--- src/rtl/coproc_axi_master.sv ---
`default_nettype none
// ============================================================================
// coproc_axi_master : AXI4-Lite initiator that writes NUM1/NUM2/INSTR, polls
//                     STATUS until ready, then reads RESULT for the host.
// Rev 1.0
// ============================================================================
module coproc_axi_master #(
  parameter logic [31:0] BASE_ADDR = 32'h0000_0000,
  parameter int unsigned POLL_MAX  = 16
) (
  input  logic        clk,
  input  logic        reset,
  input  logic        start,
  input  logic [31:0] num1_in,
  input  logic [31:0] num2_in,
  input  logic [1:0]  op_in,
  output logic        busy,
  output logic        done,
  output logic        timeout,
  output logic [31:0] result_out,
  output logic [31:0] axi_awaddr,
  output logic        axi_awvalid,
  input  logic        axi_awready,
  output logic [31:0] axi_wdata,
  output logic        axi_wvalid,
  input  logic        axi_wready,
  input  logic        axi_bvalid,
  output logic        axi_bready,
  output logic [31:0] axi_araddr,
  output logic        axi_arvalid,
  input  logic        axi_arready,
  input  logic [31:0] axi_rdata,
  input  logic        axi_rvalid,
  output logic        axi_rready
);

  localparam logic [31:0] C_OFF_NUM1   = 32'h0000_0000;
  localparam logic [31:0] C_OFF_NUM2   = 32'h0000_0004;
  localparam logic [31:0] C_OFF_INSTR  = 32'h0000_0008;
  localparam logic [31:0] C_OFF_RESULT = 32'h0000_000C;
  localparam logic [31:0] C_OFF_STATUS = 32'h0000_0010;
  localparam logic [15:0] C_POLL_LIMIT = 16'(POLL_MAX);

  typedef enum logic [2:0] {
    S_IDLE    = 3'd0,
    S_WR_ADDR = 3'd1,
    S_WR_RESP = 3'd2,
    S_POLL_AR = 3'd3,
    S_POLL_R  = 3'd4,
    S_RD_AR   = 3'd5,
    S_RD_R    = 3'd6,
    S_DONE    = 3'd7
  } state_t;

  state_t      state_q,   state_d;
  logic [1:0]  idx_q,     idx_d;
  logic [15:0] poll_q,    poll_d;
  logic [31:0] num1_q,    num1_d;
  logic [31:0] num2_q,    num2_d;
  logic [1:0]  op_q,      op_d;
  logic        busy_q,    busy_d;
  logic        done_q,    done_d;
  logic        timeout_q, timeout_d;
  logic [31:0] result_q,  result_d;
  logic [31:0] awaddr_q,  awaddr_d;
  logic        awvalid_q, awvalid_d;
  logic [31:0] wdata_q,   wdata_d;
  logic        wvalid_q,  wvalid_d;
  logic        bready_q,  bready_d;
  logic [31:0] araddr_q,  araddr_d;
  logic        arvalid_q, arvalid_d;
  logic        rready_q,  rready_d;

  logic        w_aw_hs;
  logic        w_w_hs;
  logic [1:0]  w_idx_next;
  logic [15:0] w_poll_inc;

  function automatic logic [31:0] wr_addr(input logic [1:0] idx);
    case (idx)
      2'd0:    wr_addr = BASE_ADDR + C_OFF_NUM1;
      2'd1:    wr_addr = BASE_ADDR + C_OFF_NUM2;
      default: wr_addr = BASE_ADDR + C_OFF_INSTR;
    endcase
  endfunction

  function automatic logic [31:0] wr_data(input logic [1:0]  idx,
                                          input logic [31:0] n1,
                                          input logic [31:0] n2,
                                          input logic [1:0]  op);
    case (idx)
      2'd0:    wr_data = n1;
      2'd1:    wr_data = n2;
      default: wr_data = {30'b0, op};
    endcase
  endfunction

  assign w_aw_hs    = awvalid_q & axi_awready;
  assign w_w_hs     = wvalid_q & axi_wready;
  assign w_idx_next = idx_q + 2'd1;
  assign w_poll_inc = poll_q + 16'd1;

  always_comb begin
    state_d   = state_q;
    idx_d     = idx_q;
    poll_d    = poll_q;
    num1_d    = num1_q;
    num2_d    = num2_q;
    op_d      = op_q;
    busy_d    = busy_q;
    done_d    = 1'b0;
    timeout_d = 1'b0;
    result_d  = result_q;
    awaddr_d  = awaddr_q;
    awvalid_d = awvalid_q;
    wdata_d   = wdata_q;
    wvalid_d  = wvalid_q;
    bready_d  = bready_q;
    araddr_d  = araddr_q;
    arvalid_d = arvalid_q;
    rready_d  = rready_q;

    case (state_q)
      S_IDLE: begin
        if (start) begin
          // The first beat uses the raw inputs since the operand flops load on this same edge.
          num1_d    = num1_in;
          num2_d    = num2_in;
          op_d      = op_in;
          idx_d     = 2'd0;
          poll_d    = 16'd0;
          busy_d    = 1'b1;
          awaddr_d  = wr_addr(2'd0);
          wdata_d   = wr_data(2'd0, num1_in, num2_in, op_in);
          awvalid_d = 1'b1;
          wvalid_d  = 1'b1;
          state_d   = S_WR_ADDR;
        end
      end

      S_WR_ADDR: begin
        if (w_aw_hs) awvalid_d = 1'b0;
        if (w_w_hs)  wvalid_d  = 1'b0;
        if ((!awvalid_q || axi_awready) && (!wvalid_q || axi_wready)) begin
          bready_d = 1'b1;
          state_d  = S_WR_RESP;
        end
      end

      S_WR_RESP: begin
        if (axi_bvalid) begin
          bready_d = 1'b0;
          if (idx_q == 2'd2) begin
            araddr_d  = BASE_ADDR + C_OFF_STATUS;
            arvalid_d = 1'b1;
            state_d   = S_POLL_AR;
          end else begin
            idx_d     = w_idx_next;
            awaddr_d  = wr_addr(w_idx_next);
            wdata_d   = wr_data(w_idx_next, num1_q, num2_q, op_q);
            awvalid_d = 1'b1;
            wvalid_d  = 1'b1;
            state_d   = S_WR_ADDR;
          end
        end
      end

      S_POLL_AR: begin
        if (axi_arready) begin
          arvalid_d = 1'b0;
          rready_d  = 1'b1;
          state_d   = S_POLL_R;
        end
      end

      S_POLL_R: begin
        if (axi_rvalid) begin
          rready_d = 1'b0;
          if (axi_rdata[0]) begin
            araddr_d  = BASE_ADDR + C_OFF_RESULT;
            arvalid_d = 1'b1;
            state_d   = S_RD_AR;
          end else if (w_poll_inc == C_POLL_LIMIT) begin
            poll_d    = w_poll_inc;
            done_d    = 1'b1;
            timeout_d = 1'b1;
            state_d   = S_DONE;
          end else begin
            poll_d    = w_poll_inc;
            araddr_d  = BASE_ADDR + C_OFF_STATUS;
            arvalid_d = 1'b1;
            state_d   = S_POLL_AR;
          end
        end
      end

      S_RD_AR: begin
        if (axi_arready) begin
          arvalid_d = 1'b0;
          rready_d  = 1'b1;
          state_d   = S_RD_R;
        end
      end

      S_RD_R: begin
        if (axi_rvalid) begin
          rready_d = 1'b0;
          result_d = axi_rdata;
          done_d   = 1'b1;
          state_d  = S_DONE;
        end
      end

      S_DONE: begin
        busy_d  = 1'b0;
        state_d = S_IDLE;
      end

      default: state_d = S_IDLE;
    endcase
  end

  always_ff @(posedge clk) begin
    if (reset) begin
      state_q   <= S_IDLE;
      idx_q     <= 2'd0;
      poll_q    <= 16'd0;
      num1_q    <= 32'd0;
      num2_q    <= 32'd0;
      op_q      <= 2'd0;
      busy_q    <= 1'b0;
      done_q    <= 1'b0;
      timeout_q <= 1'b0;
      result_q  <= 32'd0;
      awaddr_q  <= 32'd0;
      awvalid_q <= 1'b0;
      wdata_q   <= 32'd0;
      wvalid_q  <= 1'b0;
      bready_q  <= 1'b0;
      araddr_q  <= 32'd0;
      arvalid_q <= 1'b0;
      rready_q  <= 1'b0;
    end else begin
      state_q   <= state_d;
      idx_q     <= idx_d;
      poll_q    <= poll_d;
      num1_q    <= num1_d;
      num2_q    <= num2_d;
      op_q      <= op_d;
      busy_q    <= busy_d;
      done_q    <= done_d;
      timeout_q <= timeout_d;
      result_q  <= result_d;
      awaddr_q  <= awaddr_d;
      awvalid_q <= awvalid_d;
      wdata_q   <= wdata_d;
      wvalid_q  <= wvalid_d;
      bready_q  <= bready_d;
      araddr_q  <= araddr_d;
      arvalid_q <= arvalid_d;
      rready_q  <= rready_d;
    end
  end

  assign busy        = busy_q;
  assign done        = done_q;
  assign timeout     = timeout_q;
  assign result_out  = result_q;
  assign axi_awaddr  = awaddr_q;
  assign axi_awvalid = awvalid_q;
  assign axi_wdata   = wdata_q;
  assign axi_wvalid  = wvalid_q;
  assign axi_bready  = bready_q;
  assign axi_araddr  = araddr_q;
  assign axi_arvalid = arvalid_q;
  assign axi_rready  = rready_q;

endmodule
`default_nettype wire
--- config.mk ---
export PLATFORM = sky130hd
export DESIGN_NAME = coproc_axi_master
export DESIGN_NICKNAME = d
export VERILOG_FILES = /design/src/rtl/coproc_axi_master.sv
export SDC_FILE = /design/constraint.sdc
export NUM_CORES = 1
export LEC_CHECK = 0
export ABC_AREA = 0
export BUFFER_PORTS_ARGS = -buffer_cell sky130_fd_sc_hd__buf_2
export CAP_MARGIN = 15
export CORE_ASPECT_RATIO = 1.2
export CORE_MARGIN = 10
export CORE_UTILIZATION = 40
export CTS_CLUSTER_SIZE = 16
export DETAILED_ROUTE_END_ITERATION = 7
export PLACE_DENSITY = 0.65
export SYNTH_ARGS = -nofsm -noshare
export SYNTH_HDL_FRONTEND = slang
export SYNTH_SLANG_ARGS = --single-unit
--- constraint.sdc ---
create_clock -name clk -period 2.54 [get_ports clk]
set_input_delay 0.381 -clock clk [delete_from_list [all_inputs] [get_ports clk]]
set_output_delay 0.381 -clock clk [all_outputs]
set_load 0.02 [all_outputs]
==> Word-level counts from Yosys, hierarchy flattened <==
Index checks and enable logic that the tools add are counted.
{ "op_classes": {"bitwise_logic": 3, "n_mux": 61, "eq_ne": 25, "reduce_logical": 30, "add_sub_neg": 2} }
{ "op_table": {"columns": ["operator", "n"], "rows": [
  ["32-bit two-way mux", 11],
  ["32-bit one-hot mux with 2 select lines", 4],
  ["16-bit two-way mux", 3],
  ["16-bit one-hot mux with 2 select lines", 1],
  ["3-bit two-way mux", 9],
  ["2-bit != test, second input constant", 12],
  ["3-bit one-hot mux with 8 select lines", 1],
  ["1-bit two-way mux", 19],
  ["16-bit by 1-bit adder with 16-bit output, second input constant", 1],
  ["16-bit by 5-bit equality test with 1-bit output, second input constant", 1],
  ["5-bit AND reduction", 3],
  ["3-bit equality test, second input constant", 4],
  ["2-bit nonzero test", 6],
  ["1-bit one-hot mux with 3 select lines", 3],
  ["2-bit two-way mux", 4],
  ["1-bit one-hot mux with 2 select lines", 4],
  ["4-bit one-hot mux with 2 select lines", 1],
  ["4-bit AND reduction", 2],
  ["7-bit AND reduction", 1],
  ["3-bit by 2-bit equality test with 1-bit output, second input constant", 2],
  ["2-bit AND reduction", 3],
  ["3-bit AND reduction", 2],
  ["6-bit AND reduction", 1],
  ["3-bit nonzero test", 2],
  ["other kinds (15)", 21]
]} }
{ "totals": {"out_inout_bits": 136, "input_bits": 106, "word_cells": 139, "register_bits": 223} }

==> Logic depth before layout (Yosys ltp) <==
Gate-level depths: netlist of the first run.
{ "depth": {"ltp_word": 6, "ltp_mapped": 9, "mapped_depth_nobuf": 8} }

==> Worst setup path after synthesis of the first run <==
No wires, ideal clock.
{ "synth_path": {"kind": "register -> register", "from": "register poll_q[0]", "to": "register araddr_q[4], in the netlist axi_araddr[4]", "required_time_ps": 2405, "path_stages_with_launch": 8, "setup_ps": 135, "slack_ps": 223, "n_path_buf": 0, "period_less_slack_ps": 2317, "arrival_ps": 2181, "path_cell_list": "dfxtp_1 -> ha_1 -> nand4_1 -> nor4_1 -> xor2_1 -> or3_1 -> o41ai_1 -> a211oi_1"} }
{ "synth_via": {"elab_chain_cells": 4} }
{ "synth_lines": {"columns": ["element", "line_no", "text"], "rows": [
  ["start: declaration", "57", "logic [15:0] poll_q, poll_d;"],
  ["start signal: assignment", "246", "poll_q <= poll_d;"],
  ["16-bit by 1-bit adder with 16-bit output", "101", "assign w_poll_inc = poll_q + 16'd1;"],
  ["16-bit by 5-bit equality test with 1-bit output", "183", "end else if (w_poll_inc == C_POLL_LIMIT) begin"],
  ["3-bit != test (no line)", null, null],
  ["5-bit AND reduction (no line)", null, null],
  ["end signal: assignment", "259", "araddr_q <= araddr_d;"],
  ["end: declaration", "70", "logic [31:0] araddr_q, araddr_d;"]
]} }
No other way between the ends.
A chain may end at the register's enable or synchronous reset.

==> Worst setup path after layout of the first run <==
Ends and elaborated chain as after synthesis.

==> run summary, run 1 <==
status -> finished, final reports clean
skew final -> 0.01106 ns
Placeable Area -> 18,170 um^2
initial antenna violation count -> 2
Initial Util -> 40.75%
top-area cell type share of the netlist area -> 43.78%
Worst Hold Class -> in2reg
Avg Inst Size Synth -> 7.855 um^2
die area -> 24,380 um^2
# resized after CTS -> 0
Setup Viol. Count Final -> 0
Final Wtd Congestion -> 0.8558
share of flip-flops with an asynchronous set or reset -> 0%
Overall Global Routing Usage -> 16.59%
Syn. warnings -> 0
Vias/cell -> 5.060
Slew headroom -> 60.54%
register area share after synthesis -> 43.78%
Distinct cells, synth -> 53
Final min period -> 2.366 ns
Final Core Density -> 49.40%
top post-synthesis cells by area -> dfxtp_1 44%, nand2_1 11%, a21oi_1 8.1%
RSZ-0062 raised after global routing -> false
total setup buffers inserted after CTS -> 0
Layout fillers -> 1,812
post-route cell area -> 8979 um^2
Final HPWL DP -> 14.61 mm
EDFF count, synth -> 0
Placed Instances -> 1,295
DRT Pass-1 Iters -> 5
ys flop type -> dfxtp_1
Port Buffer Count -> 182
CTS tree -> done
Skew-Pair Late Insertion Delay -> 0.43 ns
CTS Hold Bufs -> 0
first-pass GRT wire length -> 33.21 mm
P_leak -> 3.810 nW
WP data arrival -> 2.66 ns
via total after detailed routing -> 6,720
Hold Path Stages -> 3
CTS Buf Count -> 17
Non-Filler Instances -> 1,328
gr ovfl total -> 0
placed cell areas -> 8361 um^2
synthesized area -> 7407 um^2
Gate Count Post-Synth -> 943
worst setup path class -> reg2reg
FF+latch count, synth -> 162
Slew Viols, Final -> 0
num ports -> 242
WL final -> 20.91 mm
Sum Neg Setup Slack -> 0 ns
clock slew at reported path FFs -> 0.07 ns
DRC viols -> 0
Required @ worst endpoint -> 2.83 ns
Setup crit start kind -> register
per-cell routed wire length -> 15.75 um
critical path peak fanout -> 6
Area growth, synth to finish -> 21.22%
depth of the CTS H-tree -> 4
Die W -> 144.2 um
vias in the first global route -> 6,464
DR iter-0 viols -> 368
Longest Clk Path Bufs -> 2
crit end category -> register
Cell Rows -> 54
share of layout cells above drive strength 1 -> 22.94%
DRT antenna net count -> 0
largest net degree at the start of global routing -> 73
maxcap violations -> 0
chip height -> 169.1 um
Min Hold Slack -> 0.1822 ns
Final Net Count -> 1,201
largest area contributor in the netlist -> dfxtp_1
Sink Count -> 162
actual slew at the worst max-slew pin -> 0.5919 ns
reg2reg path depth -> 7
Final Hold Vio Count -> 0
fmax -> 422.7 MHz
Worst VDD drop -> 447.0 uV
Final period util -> 93.13%
Clock Tree Root -> clkbuf_16
pwr/cell area -> 852.4 nW/um^2
## cell usage in the layout, fill, tap and decap left out, drive strengths merged, types with 17 or more instances in the layout
master and instances:
a211oi 33, a21oi 120, a22o 30, a22oi 36
buf 208, clkbuf 20, conb 59, dfxtp 162
nand2 215, nor2 74, nor3 17
## metrics by stage
| stage | setup WS, ns | power [W] |
|---|---|---|
| after CTS | 0.2010 | 0.007740 |
| after floorplan | 0.2232 | 0.004460 |
| after detailed placement | 0.2161 | 0.005017 |
| after global placement | 0.2990 | 0.004999 |
| after global routing | 0.009554 | 0.008074 |
| final | 0.1744 | 0.007654 |
## worst max-delay path, stage by stage, from the launching register on
cell and delay, ns:
dfxtp_1 0.33, ha_1 0.26, nand4_1 0.17, nor4_1 0.34, xor2_1 0.15, or3_1 0.43
o41ai_1 0.41, a211oi_1 0.13
## sequential cells by signal, summed over array words and instances (netlist names)
name / count
axi_araddr: 2
axi_arvalid: 1
axi_awaddr: 1
axi_awvalid: 1
axi_bready: 1
axi_rready: 1
axi_wdata: 32
axi_wvalid: 1
busy: 1
done: 1
idx_q: 2
num1_q: 32
num2_q: 32
op_q: 2
poll_q: 16
result_out: 32
state_q: 3
timeout: 1
## Yosys cell counts (2+ instances only)
library cell	count
a211oi_1	33
a21oi_1	120
a22o_1	30
a22oi_1	36
a311oi_1	5
a31o_2	2
a31oi_1	2
a41oi_1	2
and2_1	3
and3_1	4
and3b_1	2
buf_1	4
buf_2	4
buf_4	62
clkbuf_1	68
dfxtp_1	162
ha_1	5
inv_1	8
mux2i_1	4
nand2_1	215
nand2b_1	6
nand3_1	11
nand4_1	5
nor2_1	74
nor2b_1	5
nor3_1	14
nor3_2	3
nor3b_1	2
nor4_1	6
o211ai_1	2
o21a_1	2
o21ai_0	13
or2_2	2
or3_1	2
xnor2_1	5
xor2_1	3
## routing by layer
layer  GRT usage (%)  part of all wire [%]  routed length (um)  vias up
met5               0                 0.086                  18        -
met4           4.577                   1.1                 221        2
met3           5.487                   7.3                1525       25
met2           28.21                    50               10380      194
met1           19.41                    42                8767     3071
li1                -                     -                   -     3428
## final cells by class
| class | count | area (um^2) | share of cell area [%] |
|---|---|---|---|
| diodes | 1 | 2.502 | 0.02787 |
| clock buffers | 20 | 446.7 | 4.975 |
| clock inverters | 12 | 168.9 | 1.881 |
| inverters | 8 | 30.03 | 0.3344 |
| multi-input cells | 693 | 3611 | 40.22 |
| flip-flops and latches | 162 | 3243 | 36.12 |
| well taps | 224 | 280.3 | 3.122 |
| repair buffers | 208 | 1196 | 13.32 |
## worst paths after layout
kind                                      from        endpoint  slack, ns
worst max-delay path                 poll_q[0]   axi_araddr[4]       0.17
worst min-delay path                num2_in[7]       num2_q[7]       0.18
worst max register to register       poll_q[0]   axi_araddr[4]       0.17
worst min register to register  result_out[10]  result_out[10]       0.45
## logic make-up after synthesis
kind of cell | after synthesis | synth area share (%)
AO/OA/AOI/OAI | 256 | 22.23
XOR/XNOR | 8 | 0.9460
adder cells (fa/ha/maj) | 5 | 0.8446
buffers and inverters | 146 | 10.61
flip-flops | 162 | 43.78
multiplexers | 4 | 0.5406
other | 1 | 0.05063
AND/OR/NAND/NOR | 361 | 21.00
## power breakdown
group,internal (W),switching (W)
registers,0.00286,0.000190
logic,0.000679,0.00122
clock network,0.00160,0.00110
total,0.00514,0.00252
No activity file was read; power rests on OpenSTA's default activity.
==> run 2, diff against run 1 <==
Settings changed: PLACE_DENSITY 0.65 to 0.7.
==> run summary, run 2 (synthesis gave the netlist of run 1 again) <==
status -> finished, final reports clean
CTS tree -> done
CP max-delay cell -> or3_1
Area growth, synth to finish -> 19.56%
skew final -> 0.007731 ns (-0.003332 ns)
DRC viols -> 0 (unchanged)
Final min period -> 2.211 ns (-0.1543 ns)
WL final -> 20.82 mm (-0.44%)
Multi-input gate area -> 3618 um^2 (+0.21%)
Die W -> 144.2 um (unchanged)
reg2reg path depth -> 7 (unchanged)
fmax -> 452.2 MHz (+7.0%)
Setup Viol. Count Final -> 0 (unchanged)
gr ovfl total -> 0 (unchanged)
reg2reg end -> axi_araddr[4]
CTS Buf Count -> 17 (unchanged)
actual slew at the worst max-slew pin -> 0.5371 ns (-0.05477 ns)
critical path peak fanout -> 6 (unchanged)
FF-to-FF setup slack -> 0.33 ns (+0.15 ns)
Cell Rows -> 54 (unchanged)
first-pass GRT wire length -> 33.10 mm (-0.33%)
Overall Global Routing Usage -> 16.36% (-0.23 points)
via total after detailed routing -> 6,760 (+0.60%)
Final HPWL DP -> 14.61 mm (about the same)
depth of the CTS H-tree -> 4 (unchanged)
per-cell routed wire length -> 15.72 um (-0.14%)
Longest Clk Path Bufs -> 2 (unchanged)
end point of the critical path -> axi_araddr[4]
Sum Neg Setup Slack -> 0 ns (unchanged)
Clock Tree Root -> clkbuf_16
Setup crit start kind -> register
DRT antenna net count -> 0 (unchanged)
Port Buffer Count -> 182 (unchanged)
share of layout cells above drive strength 1 -> 22.93% (about the same)
Final Core Density -> 48.73% (-0.67 points)
RSZ-0062 raised after global routing -> false
CP Cell Sequence -> ha_1 > nand4_1 > nor4_1 > xor2_1 > or3_1 > o41ai_2 > a211oi_1
WP data arrival -> 2.50 ns (-0.16 ns)
Skew-Pair Late Insertion Delay -> 0.42 ns (about the same)
num ports -> 242 (unchanged)
most frequent cells in the layout -> 214 x nand2_1, 181 x buf_2, 162 x dfxtp_1, 120 x a21oi_1, 73 x nor2_1
Final Hold Vio Count -> 0 (unchanged)
Slew headroom -> 64.19% (+3.7 points)
Final period util -> 87.06% (-6.1 points)
slowest stage delay, CP -> 0.44 ns (about the same)
Final Net Count -> 1,198 (-0.25%)
DR iter-0 viols -> 413 (+12%)
Placed Instances -> 1,292 (-0.23%)
pwr/cell area -> 826.5 nW/um^2 (-3.0%)
r2r startpoint -> poll_q[0]
initial antenna violation count -> 1 (-1)
crit end category -> register
Non-Filler Instances -> 1,324 (-0.30%)
Slew Viols, Final -> 0 (unchanged)
die area -> 24,380 um^2 (unchanged)
CP Depth -> 7 (unchanged)
most common cell after layout, fill and taps aside -> nand2_1
Worst Hold Class -> in2reg
maxcap violations -> 0 (unchanged)
Layout fillers -> 1,843 (+1.7%)
total setup buffers inserted after CTS -> 0 (unchanged)
P_leak -> 3.744 nW (-1.7%)
chip height -> 169.1 um (unchanged)
largest net degree at the start of global routing -> 88 (+21%)
worst setup path class -> reg2reg
# resized after CTS -> 0 (unchanged)
CTS Hold Bufs -> 0 (unchanged)
Sink Count -> 162 (unchanged)
DRT Pass-1 Iters -> 5 (unchanged)
vias in the first global route -> 6,556 (+1.4%)
Min Hold Slack -> 0.1968 ns (+0.01461 ns)
crit path from -> poll_q[0]
Bufs and invs on worst path -> 0 (unchanged)
Largest delay share family, worst path -> simple AND/OR/NAND/NOR gates
Placeable Area -> 18,170 um^2 (unchanged)
Initial Util -> 40.75% (unchanged)
Required @ worst endpoint -> 2.83 ns (about the same)
clock slew at reported path FFs -> 0.07 ns (about the same)
Worst VDD drop -> 461.3 uV (+3.2%)
Final Wtd Congestion -> 0.8381 (-2.1%)
Register Area -> 3243 um^2 (unchanged)
Vias/cell -> 5.106 (+0.90%)
-- run 2: cell types whose count changed in the layout (fill, tap and decap cells not counted), sizes merged --
cell | before | now
buf | 208 | 205
bufinv | 3 | 0
clkinvlp | 2 | 5
inv | 14 | 11
clkinv | 1 | 3
-- run 2: through the flow --
stage / worst slack [ns] / area (um^2) / total power, W
2_1_floorplan: 0.2232 / 7625 / 0.004460
3_3_place_gp: 0.3130 / 8300 / 0.004986
3_5_place_dp: 0.2343 / 8300 / 0.005014
4_1_cts: 0.2091 / 8846 / 0.007413
5_1_grt: 0.1377 / 8853 / 0.007755
6_report: 0.3287 / 8856 / 0.007320
-- run 2: final cells by class --
class	instances	area share [%]
multi-input cells	693	40.86
flip-flops and latches	162	36.62
repair buffers	205	12.83
clock buffers	20	5.270
well taps	224	3.165
clock inverters	11	0.8901
inverters	8	0.3391
diodes	1	0.02826
-- run 2: routing by layer --
layer  routed length, um  part of all wire (%)  GRT usage, %  vias to the layer above
met3                1687                   8.1         5.319                       17
met5                   0                     0             0                        -
li1                    -                     -             -                     3417
met2               10470                    50         28.05                      229
met1                8418                    40         18.87                     3097
met4                 246                   1.2         4.842                        0
-- run 2: power breakdown --
part	total [W]	leakage [nW]	internal [W]	switching [W]
Combinational	0.00190	2.16	0.000670	0.00123
Sequential	0.00304	1.32	0.00286	0.000181
Clock	0.00238	0.257	0.00133	0.00105
-- run 2: how the worst min path moves through the flow --
stage / startpoint / end / depth (start not counted)
global placement: result_out[18] / result_out[18] / 2
CTS: num2_in[5] / num2_q[5] / 3
finish: num2_in[4] / num2_q[4] / 3
global route: num2_in[5] / num2_q[5] / 3
detailed placement: result_out[2] / result_out[2] / 2
floorplan: num1_q[0] / num1_q[0] / 2
-- run 2: tightest hold or removal path, cell delays in order --
cell     delay (ns)
buf_2          0.09
nand2_1        0.04
a21oi_1        0.05
